<file path="src/rtl/irq_timer.sv">
// irq_timer: memory-mapped countdown timer that pulses the CPU interrupt.
// Optional prescaler (PRESC register) built when IRQ_TIMER_PRESCALE_EN is defined.
module irq_timer #(
  parameter int              SIZE      = 14,
  parameter logic [SIZE-1:0] BASE_ADDR = 14'h3FF0,
  parameter int              CNT_W     = 32
) (
  input  logic            clk,
  input  logic            rst,
  input  logic            wrEn,
  input  logic [SIZE-1:0] addr_toRAM,
  input  logic [31:0]     data_toRAM,
  output logic [31:0]     rd_data,
  output logic            rd_hit,
  output logic            interrupt
);

  typedef enum logic [1:0] {IDLE, ARM, RUN} state_t;

  state_t           state;
  logic             en;
  logic             auto_rl;
  logic [CNT_W-1:0] load;
  logic [CNT_W-1:0] count;
  logic             pend;
  logic [7:0]       missed;
  logic             tick;
  logic [7:0]       presc_rd;

  // Window decode: addresses below BASE_ADDR wrap to a large offset.
  logic [SIZE:0] rel;
  logic          in_win;
  logic [2:0]    off;
  logic          wr_ctrl;
  logic          wr_load;
  logic          wr_stat;
  logic          clr_stat;

  assign rel      = {1'b0, addr_toRAM} - {1'b0, BASE_ADDR};
  assign in_win   = (rel < (SIZE+1)'(8));
  assign off      = rel[2:0];
  assign wr_ctrl  = wrEn && in_win && (off == 3'd0);
  assign wr_load  = wrEn && in_win && (off == 3'd1);
  assign wr_stat  = wrEn && in_win && (off == 3'd3);
  assign clr_stat = wr_stat && data_toRAM[0];

`ifdef IRQ_TIMER_PRESCALE_EN
  logic [7:0] presc;
  logic [7:0] psc_cnt;
  logic       wr_presc;

  assign wr_presc = wrEn && in_win && (off == 3'd4);
  assign tick     = (psc_cnt == presc);
  assign presc_rd = presc;

  // Prescaler register write
  always_ff @(posedge clk or posedge rst) begin
    if (rst) begin
      presc <= '0;
    end else if (wr_presc) begin
      presc <= data_toRAM[7:0];
    end
  end

  // Prescale counter: restarts on every arm, wraps on each tick
  always_ff @(posedge clk or posedge rst) begin
    if (rst) begin
      psc_cnt <= '0;
    end else if (state == ARM) begin
      psc_cnt <= '0;
    end else if (state == RUN) begin
      psc_cnt <= tick ? 8'd0 : psc_cnt + 8'd1;
    end
  end
`else
  assign tick     = 1'b1;
  assign presc_rd = 8'd0;
`endif

  // Reload value register
  always_ff @(posedge clk or posedge rst) begin
    if (rst) begin
      load <= '0;
    end else if (wr_load) begin
      load <= CNT_W'(data_toRAM);
    end
  end

  // Timer FSM with control, count, status and interrupt pulse
  always_ff @(posedge clk or posedge rst) begin
    if (rst) begin
      state     <= IDLE;
      en        <= 1'b0;
      auto_rl   <= 1'b0;
      count     <= '0;
      pend      <= 1'b0;
      missed    <= '0;
      interrupt <= 1'b0;
    end else begin
      interrupt <= 1'b0;
      if (wr_ctrl) begin
        en      <= data_toRAM[0];
        auto_rl <= data_toRAM[1];
      end
      if (clr_stat) begin
        pend   <= 1'b0;
        missed <= '0;
      end
      unique case (state)
        IDLE: begin
          if (wr_ctrl && data_toRAM[0]) state <= ARM;
        end
        ARM: begin
          if (wr_ctrl) begin
            state <= data_toRAM[0] ? ARM : IDLE;
          end else begin
            count <= load;
            state <= RUN;
          end
        end
        RUN: begin
          if (wr_ctrl) begin
            state <= data_toRAM[0] ? ARM : IDLE;
          end else if (tick) begin
            if (count != '0) begin
              count <= count - CNT_W'(1);
            end else begin
              // Expiry: a same-cycle clear still leaves PEND set
              interrupt <= 1'b1;
              pend      <= 1'b1;
              if (!clr_stat && pend && (missed != 8'hFF))
                missed <= missed + 8'd1;
              if (auto_rl) begin
                count <= load;
              end else begin
                en    <= 1'b0;
                state <= IDLE;
              end
            end
          end
        end
        default: state <= IDLE;
      endcase
    end
  end

  logic [31:0] rd_mux;

  // Register read mux on current (pre-write) values
  always_comb begin
    rd_mux = '0;
    unique case (off)
      3'd0:    rd_mux = {30'd0, auto_rl, en};
      3'd1:    rd_mux = 32'(load);
      3'd2:    rd_mux = 32'(count);
      3'd3:    rd_mux = {16'd0, missed, 7'd0, pend};
      3'd4:    rd_mux = {24'd0, presc_rd};
      default: rd_mux = '0;
    endcase
  end

  // Registered read port, one cycle behind the address
  always_ff @(posedge clk or posedge rst) begin
    if (rst) begin
      rd_data <= '0;
      rd_hit  <= 1'b0;
    end else begin
      rd_hit  <= in_win;
      rd_data <= in_win ? rd_mux : 32'd0;
    end
  end

endmodule
</file>
<file path="config.mk">
export PLATFORM = sky130hd
export DESIGN_NAME = irq_timer
export DESIGN_NICKNAME = d
export VERILOG_FILES = /design/src/rtl/irq_timer.sv
export SDC_FILE = /design/constraint.sdc
export NUM_CORES = 1
export LEC_CHECK = 0
export CORE_MARGIN = 2
export CORE_UTILIZATION = 45
export CTS_BUF_LIST = sky130_fd_sc_hd__clkbuf_4
export DETAILED_ROUTE_END_ITERATION = 12
export PLACE_DENSITY = 0.68
export SLEW_MARGIN = 5
export SYNTH_ARGS = -nofsm -noshare
export SYNTH_HDL_FRONTEND = slang
export SYNTH_SLANG_ARGS = --single-unit
</file>
<file path="constraint.sdc">
create_clock -name clk -period 6.3 [get_ports clk]
set_input_delay 1.26 -clock clk [delete_from_list [all_inputs] [get_ports clk]]
set_output_delay 1.26 -clock clk [all_outputs]
set_load 0.02 [all_outputs]
</file>
==> results of run 1 <==
[flip-flops by register name (all words and copies together) (netlist names)]
register / count
en: 1
state: 2
interrupt: 1
pend: 1
missed: 8
rd_hit: 1
auto_rl: 1
load: 32
rd_data: 32
count: 32
[metal layers]
| layer | track usage, % | vias up | part of all wire, % |
|---|---|---|---|
| met1 | 30.6 | 2416 | 44 |
| met5 | 0 | - | 0 |
| met4 | 8.58 | 0 | 2.4 |
| li1 | - | 2270 | - |
| met2 | 37.9 | 164 | 48 |
| met3 | 5.33 | 30 | 5.7 |
[layout by cell type (no fill, tap or decap), drive strengths merged, types with 7 or more instances in the layout]
master | Yosys | final
o21ai | 14 | 14
clkdlybuf4s50 | 0 | 82
nand2 | 48 | 48
nor3 | 12 | 12
buf | 12 | 8
nand4 | 19 | 19
o211ai | 18 | 18
nand3 | 21 | 21
mux2i | 26 | 26
nor4 | 22 | 22
mux2 | 35 | 35
or4 | 10 | 10
dfrtp | 111 | 111
nor2 | 44 | 44
a22oi | 46 | 46
inv | 18 | 18
nand2b | 10 | 10
a211oi | 7 | 7
clkbuf | 26 | 9
[layout make-up]
type | instances | area share (%)
multi-input cells | 404 | 40.9
clock inverters | 5 | 1.09
clock buffers | 9 | 0.977
inverters | 18 | 1.01
well taps | 172 | 3.11
repair buffers | 90 | 12.7
flip-flops and latches | 111 | 40.2
[worst paths after layout]
kind                            cells past startpoint  slack, ns          to
min in group asynchronous                           2       1.31  rd_data[2]
max in group asynchronous                           3       4.01     load[0]
worst min-delay path                                1       0.56     load[0]
worst max-delay path                                6       2.43   count[12]
worst max register to register                      8       2.52   count[21]
worst min register to register                      1       0.56     load[0]
[per-stage QoR]
stage	hold WS [ns]	instance area (um^2)
after floorplan	0.489	5820
after CTS	0.556	6920
after global placement	0.521	6770
final	0.555	6920
after global routing	0.592	6920
after detailed placement	0.518	6770
[logic make-up after synthesis]
logic type      synth area share, %
simple gates                   19.4
buf+inv                        4.09
mux                            11.6
fa+ha+maj                     0.645
flops                          47.8
compound gates                 16.4
[where the power goes]
group          switching [uW]  internal, uW
Combinational            32.6          33.5
Sequential               1.30           714
Clock                     242           155
Total                     276           902
==> results.sh, run 1 <==
export IMPL_r2r_start="count[0]"
export IMPL_period_needed_ns=3.87
export IMPL_setup_tns_ns=0
export IMPL_gr_total_overflow=0
export IMPL_worstSkewPairLatency_ns=0.52
export IMPL_grt_setup_unrepaired="no"
export IMPL_pre_cts_ws_ns=1.90
export IMPL_die_area_um2=13900
export IMPL_p_per_area_nw_per_um2=170
export IMPL_fin_crit_sh_pct=61.5
export IMPL_cts_made_buffers=9
export IMPL_setup_slack_ns=2.43
export IMPL_cp_required_ns=6.70
export IMPL_power_leakage_uw=0.00277
export IMPL_finalHoldViolations=0
export IMPL_dp_hpwl_um=10500
export IMPL_clock_sinks=111
export IMPL_routed_wl_um=15500
export IMPL_synth_top_area_share_pct=47.8
export IMPL_crit_type="in2reg"
export IMPL_htree_levels=3
export IMPL_multi_input_area_um2=2830
export IMPL_vias=4880
export IMPL_cts_hold_fix_buffers=0
export IMPL_synth_ff_type="dfrtp_1"
export IMPL_final_seq_area_um2=2780
export IMPL_cts_path_max_buffers=2
export IMPL_diodes=0
export IMPL_crit_arrival_ns=4.27
export IMPL_die_x_um=118
export IMPL_io_pins=83
export IMPL_fin_util_pct=54.8
export IMPL_yosysSeqAreaShare_pct=47.8
export IMPL_finalSetupViolations=0
export IMPL_nets=686
export IMPL_grt_pass1_wl_um=25900
export IMPL_vdd_ir_drop_max_mv=0.109
export IMPL_synthTopCellsByCount="111 x dfrtp_1, 47 x nand2_1, 45 x a22oi_1, 44 x nor2_1, 35 x mux2_2"
export IMPL_die_h_um=118
export IMPL_synth_edf_count=0
export IMPL_critPathLaunchType="primary input"
export IMPL_critPathSlowestCell="clkdlybuf4s50_1"
export IMPL_grt_pass1_vias=4902
export IMPL_cts_clk_slew_worst_paths_ns=0.17
export IMPL_yosys_area_top_type="dfrtp_1"
export IMPL_antenna_found_initial=0
export IMPL_yosys_top_cells_area="dfrtp_1 48%, mux2_2 6.8%, a22oi_1 5.8%, mux2i_1 4.5%, nand2_1 3.0%"
export IMPL_syn_num_nets=623
export IMPL_root_buffer="clkbuf_4"
export IMPL_path_cells="clkdlybuf4s50_1 -> nor3_1 -> a22oi_4 -> nand2_2 -> inv_2 -> a22oi_1"
export IMPL_yosys_warnings=0
export IMPL_post_cts_resized=0
export IMPL_rows=41
export IMPL_drc=0
export IMPL_start_util_pct=46.1
export IMPL_status="finished, final reports clean"
export IMPL_end_kind="register"
export IMPL_tightest_slew_ns=1.01
export IMPL_layout_drive_gt1_share_pct=12.4
export IMPL_core_area_um2=12600
export IMPL_synth_most_common_cell="dfrtp_1"
export IMPL_grt_start_max_net_pins=82
export IMPL_routabilityCongestion=0.945
export IMPL_syn_to_final_growth_pct=18.9
export IMPL_synth_area_um2=5820
export IMPL_ys_ff_latch=111
export IMPL_startpoint="addr_toRAM[0]"
export IMPL_dr_pass1_iters=5
export IMPL_max_stage_delay_ns=0.99
export IMPL_critPathTopFamily="buffers and inverters"
export IMPL_synth_cells=571
export IMPL_clock_skew_ns=0.0270
export IMPL_relSlewSlack_pct=32.8
export IMPL_cts_tree="yes"
export IMPL_avgSynthCellArea_um2=10.2
export IMPL_final_fill_count=1147
export IMPL_drt_iter0_drc=386
export IMPL_routedWlPerCell_um=19.1
export IMPL_maxCapViolations=0
export IMPL_antenna_left=0
export IMPL_portBuffers=82
export IMPL_crit_buf_inv=2
export IMPL_fmax_mhz=258
export IMPL_cts_setup_buffers=0
export IMPL_synthArstFlopShare_pct=100
export IMPL_grt_use_total_pct=23.3
export IMPL_worst_path_max_fanout=27
export IMPL_min_from="load[0]"
export IMPL_fin_cells=809
export IMPL_drv_slew=0
export IMPL_viasPerCell=6.03
export IMPL_ys_types=59
export IMPL_dp_cells=795
export IMPL_power_total_uw=1180
export IMPL_hold_path_class="reg2reg"
Note: power is estimated with default switching activity, not from simulation.
==> run 2: changes to the inputs <==
PLACE_DENSITY = 0.71   (was 0.68)
clock period = 3.25 ns   (was 6.3 ns; I/O delays follow)
==> results.sh, run 2 (same netlist as run 1, synthesis figures left out) <==
export IMPL_dp_hpwl_um=10900
export IMPL_hold_path_class="in2async"
export IMPL_post_cts_resized=0
export IMPL_fmax_mhz=344
export IMPL_status="finished, final reports clean"
export IMPL_nets=707
export IMPL_final_common_cell="dfrtp_1"
export IMPL_io_pins=83
export IMPL_stdcell_area_um2=7040
export IMPL_setup_tns_ns=0
export IMPL_routabilityCongestion=0.918
export IMPL_cts_tree="yes"
export IMPL_core_area_um2=12600
export IMPL_grt_use_total_pct=23.4
export IMPL_crit_type="reg2reg"
export IMPL_syn_to_final_growth_pct=21.0
export IMPL_die_area_um2=13900
export IMPL_maxCapViolations=0
export IMPL_dr_pass1_iters=5
export IMPL_critPathLaunchType="register"
export IMPL_clock_sinks=111
export IMPL_rows=41
export IMPL_routedWlPerCell_um=18.8
export IMPL_die_h_um=118
export IMPL_portBuffers=82
export IMPL_cts_clk_slew_worst_paths_ns=0.15
export IMPL_grt_pass1_vias=4981
export IMPL_fin_util_pct=55.8
export IMPL_root_buffer="clkbuf_4"
export IMPL_vias=4982
export IMPL_power_total_uw=2130
export IMPL_fin_crit_sh_pct=89.4
export IMPL_placed_cell_area_um2=6940
export IMPL_grt_start_max_net_pins=45
export IMPL_cts_setup_buffers=0
export IMPL_viasPerCell=6.00
export IMPL_clock_skew_ns=0.0138
export IMPL_die_x_um=118
export IMPL_layout_drive_gt1_share_pct=14.7
export IMPL_cp_required_ns=3.63
export IMPL_start_util_pct=46.1
export IMPL_p_per_area_nw_per_um2=303
export IMPL_grt_pass1_wl_um=26200
export IMPL_antenna_found_initial=0
export IMPL_end_kind="register"
export IMPL_finalSetupViolations=0
export IMPL_period_needed_ns=2.91
export IMPL_routed_wl_um=15600
export IMPL_drt_iter0_drc=319
export IMPL_worst_path_max_fanout=10
export IMPL_cts_hold_fix_buffers=0
export IMPL_worstSkewPairLatency_ns=0.49
export IMPL_relSlewSlack_pct=49.2
export IMPL_antenna_left=0
export IMPL_finalHoldViolations=0
export IMPL_gr_total_overflow=0
export IMPL_crit_arrival_ns=3.28
export IMPL_htree_levels=3
export IMPL_power_leakage_uw=0.00284
export IMPL_vdd_ir_drop_max_mv=0.189
export IMPL_drc=0
export IMPL_cts_path_max_buffers=2
export IMPL_drv_slew=0
export IMPL_mostFrequentLayoutCells="111 x dfrtp_1, 82 x clkdlybuf4s50_1, 47 x nand2_1"
export IMPL_grt_setup_unrepaired="no"
export IMPL_top_regs="count x32, load x32, rd_data x32"
export IMPL_cts_made_buffers=9
export IMPL_tightest_slew_ns=0.762
export IMPL_diodes=0
## run 2: final timing paths
check	from	end	slack (ns)	depth (start not counted)
worst max-delay path	count[1]	missed[6]	0.34	7
worst min-delay path	rst	rd_data[11]	0.50	2
worst max register to register	count[1]	missed[6]	0.34	7
worst min register to register	load[19]	load[19]	0.56	1
max in group asynchronous	rst	load[14]	2.04	3
min in group clk	load[19]	load[19]	0.56	1
## run 2: layer usage
layer	GRT usage (%)	routed length (um)	vias up
met3	4.31	793	29
met1	31.2	6950	2477
met2	38.2	7510	164
li1	-	-	2312
met4	8.28	352	0
met5	0	0	-
## run 2: metrics by stage
stage	instances	hold slack (ns)	worst slack, ns
2_1_floorplan	571	0.489	0.397
3_3_place_gp	816	0.529	0.286
3_5_place_dp	816	0.530	0.171
4_1_cts	831	0.497	0.341
5_1_grt	831	0.521	0.174
6_report	831	0.495	0.343
## run 2: power by group
part / leakage, uW / switching [uW] / internal (uW)
combinational: 0.00134 / 65.1 / 70.1
sequential: 0.00145 / 2.41 / 1380
clock: 0.0000599 / 437 / 173
total: 0.00284 / 504 / 1630
## run 2: final cells by class
type	instances	area, um^2
Clock inverter	3	11.3
Multi-Input combinational cell	404	2820
Clock buffer	12	90.1
Timing Repair Buffer	111	1050
Tap cell	172	215
Fill cell	1159	5580
Sequential cell	111	2780
Inverter	18	71.3
## run 2: critical path, stage by stage, from the launching register on
cell and delay (ns):
dfrtp_1 0.46, inv_1 0.07, ha_1 0.20, or3b_2 0.59
or4_4 0.62, nor3_4 0.48, and2_1 0.26, a311oi_2 0.10
==> run 3: changes to the inputs <==
ABC_AREA = 1   (was unset)
==> results.sh, run 3 <==
export IMPL_status="finished, final reports clean"
export IMPL_dp_hpwl_um=9930
export IMPL_grt_use_total_pct=21.0
export IMPL_htree_levels=3
export IMPL_routedWlPerCell_um=14.0
export IMPL_grt_pass1_vias=4843
export IMPL_worstSkewPairLatency_ns=0.50
export IMPL_p_sw_uw=498
export IMPL_cts_made_buffers=9
export IMPL_synthSimpleGateAreaFrac_pct=31.4
export IMPL_vdd_ir_drop_max_mv=0.244
export IMPL_synth_cells=733
export IMPL_grt_setup_unrepaired="no"
export IMPL_worst_path_max_fanout=22
export IMPL_crit_type="reg2reg"
export IMPL_post_cts_resized=0
export IMPL_start_util_pct=46.1
export IMPL_grt_pass1_wl_um=23800
export IMPL_yosys_top_cells_area="dfrtp_1 48%, nand2_1 15%, nor2_1 6.3%, mux2_2 5.8%, nand3_1 4.6%"
export IMPL_maxCapViolations=0
export IMPL_setup_tns_ns=0
export IMPL_final_common_cell="nand2_1"
export IMPL_fin_crit_sh_pct=79.6
export IMPL_finalHoldViolations=0
export IMPL_syn_num_nets=785
export IMPL_synth_adder_area_share_pct=0.646
export IMPL_stdcell_area_um2=6980
export IMPL_r2r_slack_ns=0.66
export IMPL_cp_required_ns=3.66
export IMPL_p_int_uw=1770
export IMPL_portBuffers=82
export IMPL_vias=4994
export IMPL_yosys_area_top_type="dfrtp_1"
export IMPL_power_leakage_uw=0.00325
export IMPL_gr_total_overflow=0
export IMPL_die_area_um2=13800
export IMPL_yosysSeqAreaShare_pct=47.8
export IMPL_io_pins=83
export IMPL_cts_hold_fix_buffers=0
export IMPL_swShare_pct=22.0
export IMPL_die_h_um=118
export IMPL_drt_iter0_drc=328
export IMPL_fin_util_pct=55.3
export IMPL_end_kind="register"
export IMPL_cts_path_max_buffers=2
export IMPL_top_regs="count x32, load x32, rd_data x32"
export IMPL_clock_sinks=111
export IMPL_clock_skew_ns=0.0280
export IMPL_crit_arrival_ns=3.00
export IMPL_synthXorXnorAreaFrac_pct=4.07
export IMPL_period_needed_ns=2.59
export IMPL_synth_top_family_by_area="simple AND/OR/NAND/NOR gates"
export IMPL_antenna_left=0
export IMPL_nets=863
export IMPL_power_frac_comb_pct=5.4
export IMPL_syn_to_final_growth_pct=20.1
export IMPL_mostFrequentLayoutCells="236 x nand2_1, 111 x dfrtp_1, 96 x nor2_1"
export IMPL_finalSetupViolations=0
export IMPL_dr_pass1_iters=5
export IMPL_cts_setup_buffers=0
export IMPL_drc=0
export IMPL_die_x_um=118
export IMPL_synthMuxAreaShare_pct=5.81
export IMPL_cts_clk_slew_worst_paths_ns=0.17
export IMPL_synth_ff_type="dfrtp_1"
export IMPL_fmax_mhz=386
export IMPL_ys_types=31
export IMPL_viasPerCell=5.05
export IMPL_core_area_um2=12600
export IMPL_synth_edf_count=0
export IMPL_ys_ff_latch=111
export IMPL_root_buffer="clkbuf_4"
export IMPL_p_seq_share_pct=61.1
export IMPL_p_per_area_nw_per_um2=324
export IMPL_critPathLaunchType="register"
export IMPL_routed_wl_um=13800
export IMPL_hold_ws_ns=0.462
export IMPL_relSlewSlack_pct=44.5
export IMPL_tightest_slew_ns=0.832
export IMPL_cts_tree="yes"
export IMPL_avgSynthCellArea_um2=7.93
export IMPL_synthArstFlopShare_pct=100
export IMPL_drv_slew=0
export IMPL_synth_compound_area_share_pct=5.17
export IMPL_rows=41
export IMPL_synth_most_common_cell="nand2_1"
export IMPL_yosys_warnings=0
export IMPL_layout_drive_gt1_share_pct=9.45
export IMPL_placed_cell_area_um2=6820
export IMPL_pwr_share_clk_pct=33.6
export IMPL_synthTopCellsByCount="236 x nand2_1, 111 x dfrtp_1, 97 x nor2_1, 53 x nand3_1, 45 x inv_1"
export IMPL_grt_start_max_net_pins=112
export IMPL_routabilityCongestion=0.889
export IMPL_final_fill_count=1238
export IMPL_synth_top_area_share_pct=47.8
export IMPL_antenna_found_initial=1
export IMPL_synth_area_um2=5810
export IMPL_hold_path_class="reg2reg"
run 3: cell types whose count changed after synthesis, moves of 17 or more:
cell | before | now
o211ai_1 | 17 | 0
nand3_1 | 19 | 53
a22oi_1 | 45 | 0
inv_1 | 17 | 45
nor4_1 | 20 | 0
nand2_1 | 47 | 236
mux2i_1 | 26 | 0
nor2_1 | 44 | 97
a21oi_1 | 6 | 24
xor2_1 | 0 | 17
run 3: cell families (layout without fill, tap and decap cells):
logic type / Yosys count / count (layout)
other: 0 / 1
adders and majority gates: 3 / 3
AOI/OAI and AO/OA: 57 / 57
DFF: 111 / 111
buffers and inverters: 73 / 155
muxes: 30 / 30
and+or+nand+nor: 432 / 432
xor gates and xnor gates: 27 / 27
run 3: through the flow:
stage / total power [uW] / worst slack (ns) / cells
after floorplan: 1450 / 1.20 / 733
after global placement: 1530 / 0.530 / 972
after detailed placement: 1530 / 0.399 / 972
after CTS: 2300 / 0.667 / 987
after global routing: 2360 / 0.330 / 988
final: 2260 / 0.662 / 988
run 3: routing by layer:
| layer | vias to the layer above | wire (um) | global-route usage, % |
|---|---|---|---|
| li1 | 2488 | - | - |
| met1 | 2371 | 6640 | 29.0 |
| met2 | 118 | 6400 | 33.4 |
| met3 | 17 | 621 | 4.60 |
| met4 | 0 | 175 | 5.57 |
| met5 | - | 0 | 0 |
run 3: path summary, 6_finish.rpt:
path / cells past startpoint / from / end
min in group asynchronous: 3 / rst / load[27]
worst min register to register: 1 / state[0] / state[0]
worst max-delay path: 12 / count[0] / count[23]
max in group asynchronous: 3 / rst / load[14]
worst max register to register: 12 / count[0] / count[23]
worst min-delay path: 1 / state[0] / state[0]
run 3: worst max-delay path, cell delays in order, from the launching register on:
cell and delay, ns:
dfrtp_1 0.38, inv_1 0.11, ha_1 0.32, nand2_2 0.15, nor2_4 0.07, nand3_2 0.11
nor2_2 0.06, nor2_2 0.63, buf_4 0.37, nor2_1 0.07, nor2_1 0.10, nand2_1 0.06
o21ai_1 0.08
run 3: layout make-up:
type | count | area [um^2] | share of cell area (%)
sequential | 111 | 2780 | 39.8
multi-input combinational | 549 | 2740 | 39.3
timing repair buffer | 91 | 901 | 12.9
tap | 172 | 215 | 3.08
inverter | 49 | 188 | 2.69
clock buffer | 11 | 82.6 | 1.18
clock inverter | 4 | 71.3 | 1.02
antenna | 1 | 2.50 | 0.0358
run 3: power by group through the flow:
stage	Combinational [uW]	Clock [uW]	Sequential [uW]
2_1_floorplan	43.9	0	1410
5_1_grt	136	841	1380
3_3_place_gp	121	0	1410
3_5_place_dp	123	0	1410
4_1_cts	124	788	1380
6_report	121	761	1380
